**src/rtl/rv32i_instr_encoder_pkg.sv**
```systemverilog
// rtl/rv32i_instr_encoder_pkg.sv - shared RV32I opcode, format and status definitions
// Purpose: constants and types shared by the encoder and the core's decoder.
// Contents: opcode constants, format enum, NOP word, err_code values,
//           S1 field bundle and the opcode -> format classifier.
package rv32i_instr_encoder_pkg;

  localparam logic [6:0] OP_LOAD     = 7'b0000011;
  localparam logic [6:0] OP_MISC_MEM = 7'b0001111;
  localparam logic [6:0] OP_IMM      = 7'b0010011;
  localparam logic [6:0] OP_JALR     = 7'b1100111;
  localparam logic [6:0] OP_STORE    = 7'b0100011;
  localparam logic [6:0] OP_REG      = 7'b0110011;
  localparam logic [6:0] OP_LUI      = 7'b0110111;
  localparam logic [6:0] OP_AUIPC    = 7'b0010111;
  localparam logic [6:0] OP_BRANCH   = 7'b1100011;
  localparam logic [6:0] OP_JAL      = 7'b1101111;

  // addi x0,x0,0
  localparam logic [31:0] NOP_INSTR = 32'h0000_0013;

  typedef enum logic [2:0] {
    FMT_R   = 3'd0,
    FMT_I   = 3'd1,
    FMT_S   = 3'd2,
    FMT_B   = 3'd3,
    FMT_U   = 3'd4,
    FMT_J   = 3'd5,
    FMT_BAD = 3'd6
  } fmt_e;

  localparam logic [1:0] ERR_OK     = 2'b00;
  localparam logic [1:0] ERR_OPCODE = 2'b01;
  localparam logic [1:0] ERR_RANGE  = 2'b10;

  // Fields held in stage 1, already classified.
  typedef struct packed {
    logic [6:0]  fn7;
    logic [2:0]  fn3;
    logic [6:0]  opcode;
    logic [4:0]  rd;
    logic [4:0]  rs1;
    logic [4:0]  rs2;
    logic [31:0] imm;
    fmt_e        fmt;
    logic        shift;
  } s1_t;

  function automatic fmt_e classify(input logic [6:0] opc);
    fmt_e f;
    case (opc)
      OP_LOAD, OP_MISC_MEM, OP_IMM, OP_JALR: f = FMT_I;
      OP_STORE:                              f = FMT_S;
      OP_REG:                                f = FMT_R;
      OP_LUI, OP_AUIPC:                      f = FMT_U;
      OP_BRANCH:                             f = FMT_B;
      OP_JAL:                                f = FMT_J;
      default:                               f = FMT_BAD;
    endcase
    return f;
  endfunction

  // slli / srli / srai: the immediate slot carries fn7 + shamt.
  function automatic logic is_shift(input logic [6:0] opc, input logic [2:0] fn3);
    return (opc == OP_IMM) && (fn3[1:0] == 2'b01);
  endfunction

endpackage

```
**src/rtl/rv32i_imm_pack.sv**
```systemverilog
// rtl/rv32i_imm_pack.sv - places immediate bits at their RV32I instruction positions
// Purpose: combinational format + immediate -> immediate bits in instruction
//          position (all other bits zero), plus a range-violation flag.
// Ports: i_fmt (format), i_shift (shift-immediate form), i_imm (byte offset /
//        shamt), o_imm_bits (positioned bits), o_range_err (immediate unencodable).
// Macro: ENCODER_RANGE_CHECK_EN enables the range check; otherwise o_range_err
//        is tied low and excess bits are truncated.
module rv32i_imm_pack
  import rv32i_instr_encoder_pkg::*;
(
  input  fmt_e        i_fmt,
  input  logic        i_shift,
  input  logic [31:0] i_imm,
  output logic [31:0] o_imm_bits,
  output logic        o_range_err
);

  always_comb begin
    o_imm_bits = '0;
    case (i_fmt)
      FMT_I:   o_imm_bits = i_shift ? {7'b0, i_imm[4:0], 20'b0}
                                    : {i_imm[11:0], 20'b0};
      FMT_S:   o_imm_bits = {i_imm[11:5], 13'b0, i_imm[4:0], 7'b0};
      FMT_B:   o_imm_bits = {i_imm[12], i_imm[10:5], 13'b0, i_imm[4:1], i_imm[11], 7'b0};
      FMT_U:   o_imm_bits = {i_imm[31:12], 12'b0};
      FMT_J:   o_imm_bits = {i_imm[20], i_imm[10:1], i_imm[11], i_imm[19:12], 12'b0};
      default: o_imm_bits = '0;
    endcase
  end

`ifdef ENCODER_RANGE_CHECK_EN
  // A value fits N signed bits when bits [31:N-1] are all equal.
  logic w_fits12;
  logic w_fits13;
  logic w_fits21;

  assign w_fits12 = (~|i_imm[31:11]) | (&i_imm[31:11]);
  assign w_fits13 = (~|i_imm[31:12]) | (&i_imm[31:12]);
  assign w_fits21 = (~|i_imm[31:20]) | (&i_imm[31:20]);

  always_comb begin
    o_range_err = 1'b0;
    case (i_fmt)
      FMT_I:   o_range_err = i_shift ? (|i_imm[31:5]) : !w_fits12;
      FMT_S:   o_range_err = !w_fits12;
      FMT_B:   o_range_err = !w_fits13 || i_imm[0];
      FMT_J:   o_range_err = !w_fits21 || i_imm[0];
      FMT_U:   o_range_err = |i_imm[11:0];
      default: o_range_err = 1'b0;
    endcase
  end
`else
  assign o_range_err = 1'b0;
`endif

endmodule

```
**src/rtl/rv32i_instr_encoder.sv**
```systemverilog
// rtl/rv32i_instr_encoder.sv - two-stage pipelined RV32I instruction encoder
// Purpose: packs decoded fields into 32-bit instruction words and streams them
//          with a word address to instruction memory.
// Ports: clk, rst_n (async active-low), clear (sync flush/restart),
//        in_valid/in_ready + op_code/rd_sel/rs1_sel/rs2_sel/imm (input side),
//        out_valid/out_ready + instr/instr_addr/err_code (output side),
//        err (sticky error).
// Macro: ENCODER_RANGE_CHECK_EN (immediate range checking, see rv32i_imm_pack).
module rv32i_instr_encoder
  import rv32i_instr_encoder_pkg::*;
#(
  parameter int ADDR_W    = 10,
  parameter int BASE_ADDR = 0
) (
  input  logic              clk,
  input  logic              rst_n,
  input  logic              clear,
  input  logic              in_valid,
  output logic              in_ready,
  input  logic [15:0]       op_code,
  input  logic [4:0]        rd_sel,
  input  logic [4:0]        rs1_sel,
  input  logic [4:0]        rs2_sel,
  input  logic [31:0]       imm,
  output logic              out_valid,
  input  logic              out_ready,
  output logic [31:0]       instr,
  output logic [ADDR_W-1:0] instr_addr,
  output logic              err,
  output logic [1:0]        err_code
);

  localparam logic [ADDR_W-1:0] L_BASE = ADDR_W'(BASE_ADDR);

  // op_code bit 9 is fn3[2]. fn7[0] is zero in every RV32I encoding, so only
  // fn7[6:1] is carried in op_code[15:10].
  logic [6:0] w_fn7;
  logic [2:0] w_fn3;
  logic [6:0] w_opc;
  s1_t        w_s1_next;

  assign w_fn7 = {op_code[15:10], 1'b0};
  assign w_fn3 = op_code[9:7];
  assign w_opc = op_code[6:0];

  always_comb begin
    w_s1_next        = '0;
    w_s1_next.fn7    = w_fn7;
    w_s1_next.fn3    = w_fn3;
    w_s1_next.opcode = w_opc;
    w_s1_next.rd     = rd_sel;
    w_s1_next.rs1    = rs1_sel;
    w_s1_next.rs2    = rs2_sel;
    w_s1_next.imm    = imm;
    w_s1_next.fmt    = classify(w_opc);
    w_s1_next.shift  = is_shift(w_opc, w_fn3);
  end

  s1_t              r_s1;
  logic             r_s1_valid;
  logic             r_s2_valid;
  logic [31:0]      r_instr;
  logic [1:0]       r_err_code;
  logic [ADDR_W-1:0] r_addr;
  logic             r_err;

  logic w_out_fire;
  logic w_s2_load_ok;
  logic w_in_fire;

  assign w_out_fire   = r_s2_valid && out_ready;
  assign w_s2_load_ok = !r_s2_valid || out_ready;
  assign in_ready     = !r_s1_valid || w_s2_load_ok;
  assign w_in_fire    = in_valid && in_ready;

  // Stage 1 -> stage 2 packing
  logic [31:0] w_imm_bits;
  logic        w_range_err;
  logic [31:0] w_fields;
  logic [31:0] w_next_instr;
  logic [1:0]  w_next_code;

  rv32i_imm_pack u_imm_pack (
    .i_fmt       (r_s1.fmt),
    .i_shift     (r_s1.shift),
    .i_imm       (r_s1.imm),
    .o_imm_bits  (w_imm_bits),
    .o_range_err (w_range_err)
  );

  // Register/function fields for each layout; immediate bits are OR-ed in.
  always_comb begin
    w_fields = '0;
    case (r_s1.fmt)
      FMT_R:   w_fields = {r_s1.fn7, r_s1.rs2, r_s1.rs1, r_s1.fn3, r_s1.rd, r_s1.opcode};
      FMT_I:   w_fields = r_s1.shift
                          ? {r_s1.fn7, 5'b0, r_s1.rs1, r_s1.fn3, r_s1.rd, r_s1.opcode}
                          : {12'b0, r_s1.rs1, r_s1.fn3, r_s1.rd, r_s1.opcode};
      FMT_S,
      FMT_B:   w_fields = {7'b0, r_s1.rs2, r_s1.rs1, r_s1.fn3, 5'b0, r_s1.opcode};
      FMT_U,
      FMT_J:   w_fields = {20'b0, r_s1.rd, r_s1.opcode};
      default: w_fields = '0;
    endcase
  end

  always_comb begin
    w_next_instr = w_fields | w_imm_bits;
    w_next_code  = ERR_OK;
    if (r_s1.fmt == FMT_BAD) begin
      w_next_instr = NOP_INSTR;
      w_next_code  = ERR_OPCODE;
    end else if (w_range_err) begin
      w_next_instr = NOP_INSTR;
      w_next_code  = ERR_RANGE;
    end
  end

  always_ff @(posedge clk or negedge rst_n) begin
    if (!rst_n) begin
      r_s1       <= '0;
      r_s1_valid <= 1'b0;
      r_s2_valid <= 1'b0;
      r_instr    <= NOP_INSTR;
      r_err_code <= ERR_OK;
      r_addr     <= L_BASE;
      r_err      <= 1'b0;
    end else if (clear) begin
      r_s1_valid <= 1'b0;
      r_s2_valid <= 1'b0;
      r_addr     <= L_BASE;
      r_err      <= 1'b0;
    end else begin
      if (w_in_fire) begin
        r_s1 <= w_s1_next;
      end
      // S1 either refills or empties whenever it is free to move.
      if (in_ready) begin
        r_s1_valid <= in_valid;
      end
      if (w_s2_load_ok) begin
        r_s2_valid <= r_s1_valid;
        if (r_s1_valid) begin
          r_instr    <= w_next_instr;
          r_err_code <= w_next_code;
        end
      end
      if (w_out_fire) begin
        r_addr <= r_addr + 1'b1;
        if (r_err_code != ERR_OK) begin
          r_err <= 1'b1;
        end
      end
    end
  end

  assign out_valid  = r_s2_valid;
  assign instr      = r_instr;
  assign instr_addr = r_addr;
  assign err        = r_err;
  assign err_code   = r_err_code;

endmodule

```
**config.mk**
```make
export PLATFORM = sky130hd
export DESIGN_NAME = rv32i_instr_encoder
export DESIGN_NICKNAME = d
export VERILOG_FILES = /design/src/rtl/rv32i_instr_encoder_pkg.sv /design/src/rtl/rv32i_imm_pack.sv /design/src/rtl/rv32i_instr_encoder.sv
export SDC_FILE = /design/constraint.sdc
export NUM_CORES = 1
export LEC_CHECK = 0
export CAP_MARGIN = 20
export CORE_MARGIN = 2
export CORE_UTILIZATION = 50
export DETAILED_ROUTE_END_ITERATION = 16
export PLACE_DENSITY = 0.76
export SLEW_MARGIN = 20
export SYNTH_ARGS = -nofsm -noshare
export SYNTH_HDL_FRONTEND = slang
export SYNTH_SLANG_ARGS = --single-unit
```
**constraint.sdc**
```tcl
create_clock -name clk -period 2.15 [get_ports clk]
set_input_delay 0.43 -clock clk [delete_from_list [all_inputs] [get_ports clk]]
set_output_delay 0.43 -clock clk [all_outputs]
set_load 0.02 [all_outputs]
```
==> impl_metrics.tcl <==
set metrics [dict create \
    combPwrFrac 0.161 \
    dp_hpwl_um 8840 \
    path_buf_inv 1 \
    sw_frac_of_total 0.280 \
    peakVddDrop_mv 0.477 \
    multi_input_area_um2 1960 \
    synth_xor_area_frac 0.0141 \
    period_needed_ns 2.06 \
    pwr-share-clk 0.433 \
    routed_wl_um 12700 \
    grt_pass1_wl_um 21200 \
    hold_class "in -> async" \
    end_kind "output pin" \
    clock-root-buffer "clkbuf_8" \
    fp.dieH_um 104 \
    synth_cell_types 46 \
    postRouteAntennaNets 0 \
    synth_top_family_by_area "simple AND/OR/NAND/NOR gates" \
    cts.htree.levels 4 \
    slowest_delay_ns 0.60 \
    portBuffers 113 \
    power.internal_mw 4.58 \
    required_ns 1.72 \
    syn-cell-area_um2 4950 \
    initial_utilization 0.511 \
    critPathSlowestCell "clkdlybuf4s50_1" \
    synth_flop_cell "dfrtp_1" \
    drv_slew 0 \
    vias 4341 \
    cp-start-kind "flip-flop" \
    post_dp_cell_area_um2 6340 \
    final_nets 740 \
    pre_cts_ws_ns -0.0367 \
    final_cells 817 \
    core_area_um2 9680 \
    crit_chain "clkdlybuf4s50_1" \
    ys_warn_count 0 \
    crit_family "buffers and inverters" \
    insertion_delay_ns 0.51 \
    synth-seq-cells 113 \
    clk_pin_slew_ns 0.06 \
    syn_area_per_cell_um2 9.05 \
    ios 115 \
    highest_layer "met4" \
    via_per_inst 5.31 \
    die_area_um2 10700 \
    first_pass_iters 5 \
    wl_met3_um 709 \
    synth-edff-count 0 \
    netlist_instances 547 \
    synth_top_area_share 0.556 \
    tritoncts "built" \
    cp_max_fo 2 \
    clockBufferDepth 2 \
    rows 36 \
    finalHoldViolCount 0 \
    fin_ws_ns 0.0892 \
    synth_compound_area_frac 0.102 \
    finalSetupViolCount 0 \
    dp_cells 784 \
    p_leak_nw 3.26 \
    numCtsBuffers 17 \
    wl_per_cell_um 15.5 \
    drive_gt1_frac 0.101 \
    power_mw 6.37 \
    antenna_found_initial 0 \
    period_share 0.959 \
    grt_usage 0.247 \
    relSlewSlack 0.605 \
    rsz0062_at_grt "no" \
    worst_pin_slew_ns 0.591 \
    r2r_start "out_valid" \
    cp-startpoint "instr[1]" \
    drt_iter0_drc 246 \
    synth_top_area_cell "dfrtp_1" \
    antenna_cells 0 \
    power.density_nw_per_um2 918 \
    ys_seq_area_frac 0.572 \
    crit_arrival_ns 1.63 \
    cts_setup_buffers 0 \
    switching_power_mw 1.79 \
    max_freq_mhz 485 \
    dr_wl_met2_um 6290 \
    path_class "reg -> out" \
    route.detailed.drc 0 \
    synth_fa_ha_area_frac 0.00253 \
    status "completed" \
    synth_mux_area_frac 0.0179 \
    regArea_um2 2830 \
    seqPwrFrac 0.406 \
    syn2layout_area_growth_pct 40.0 \
    synthSimpleGateAreaFrac 0.255 \
    fin_skew_ns 0.00914 \
    cts.sinks 113 \
    async_reset_ff_frac 1.00 \
    maxCapViolCount 0 \
    die_x_um 104 \
    hold_ws_ns 0.434 \
    num-fill-cells 743 \
    grt_pass1_vias 4395 \
    m1WireLength_um 5520 \
    gp_congestion 0.818 \
    synth_area_leaders "dfrtp_1 (56%), nand2_1 (16%), nor2_1 (3.3%)" \
    grt_max_degree 46 \
    finalInstanceArea_um2 6940 \
    syn_nets 616 \
    overflow 0 \
]
-- cells in the final DEF, fill, tap and decap left out, drive strengths merged, types with 2 or more instances in the layout --
master         instances
a21oi                 11
a221o                  4
a221oi                14
a22o                   4
a22oi                  9
a31oi                  4
a32oi                  2
and3                   3
buf                   25
bufinv                 2
clkbuf                17
clkdlybuf4s50        111
clkinv                 4
clkinvlp               2
dfrtp                110
dfstp                  3
inv                   14
mux2                   7
nand2                214
nand2b                 3
nand3                 12
nand3b                 2
nand4                  2
nor2                  44
nor2b                  7
nor3                   9
nor3b                  4
o21a                   2
o21ai                 14
xnor2                  3
xor2                   5
-- worst reg2reg max path, delay by kind of cell, from the launching register on --
kind | cells | cell delay, ns
buffers and inverters | 1 | 0.23
AOI/OAI and AO/OA | 1 | 0.19
DFF | 1 | 0.45
and+or+nand+nor | 3 | 0.94
-- routing by layer --
metal  up-vias  track usage
met3        18       0.0642
met1      2114        0.318
met5         -            0
met2       138        0.409
met4         0       0.0878
li1       2071            -
-- logic make-up after synthesis --
logic type	after synthesis
adder cells (fa/ha/maj)	1
XOR/XNOR	8
AO/OA/AOI/OAI	71
flip-flops	113
AND/OR/NAND/NOR	305
other	1
buffers and inverters	40
multiplexers	8
-- metrics by stage --
stage                     utilization  TNS (ns)
after floorplan                     -         0
after global placement          0.655         0
after detailed placement        0.655    -0.141
after CTS                       0.716         0
after global routing            0.716         0
final                           0.716         0
-- sequential cells by signal (all words and copies together), names as in the netlist --
signal and cells:
r_s1 67, instr_addr 10, instr 32, r_s1_valid 1, err_code 1, err 1, out_valid 1
-- power by group through the flow --
stage	combinational (mW)	sequential [mW]	clock, mW
after floorplan	0.388	2.69	0
after global placement	0.997	2.61	0
after detailed placement	1.03	2.61	0
after CTS	1.04	2.58	2.78
after global routing	1.13	2.61	2.89
final	1.03	2.59	2.75
-- cell usage after synthesis (7+ instances only) --
library cell  instances
a221oi_1             14
a22oi_1               9
buf_2                12
nor2b_1               7
a21oi_1              11
dfrtp_1             110
nand2_1             214
o21ai_0              14
nor3_1                9
nor2_1               44
mux2_2                7
clkbuf_1             16
nand3_1              12
inv_1                 7
-- area by class of cell --
type / count / area share
Multi-Input combinational cell: 394 / 0.282
Inverter: 7 / 0.00379
Clock buffer: 17 / 0.0597
Clock inverter: 15 / 0.0249
Tap cell: 133 / 0.0240
Timing Repair Buffer: 138 / 0.197
Sequential cell: 113 / 0.408
-- repair_timing --
item                                    4_1_cts  5_1_grt
gates resized for setup                       1        0
endpoints found under the setup margin        1        0
hold buffers                                  1        0
endpoints found under the hold margin        34        0
-- worst paths after layout --
path / endpoint / slack (ns) / cells after the start
worst max-delay path: instr[1] / 0.09 / 1
worst min-delay path: instr_addr[6] / 0.43 / 2
worst max register to register: instr[27] / 0.29 / 5
worst min register to register: r_s1[33] / 0.48 / 2
max in group asynchronous: instr[1] / 1.06 / 3
min in group clk: r_s1[43] / 0.44 / 3
(Power assumes the default switching activity.)
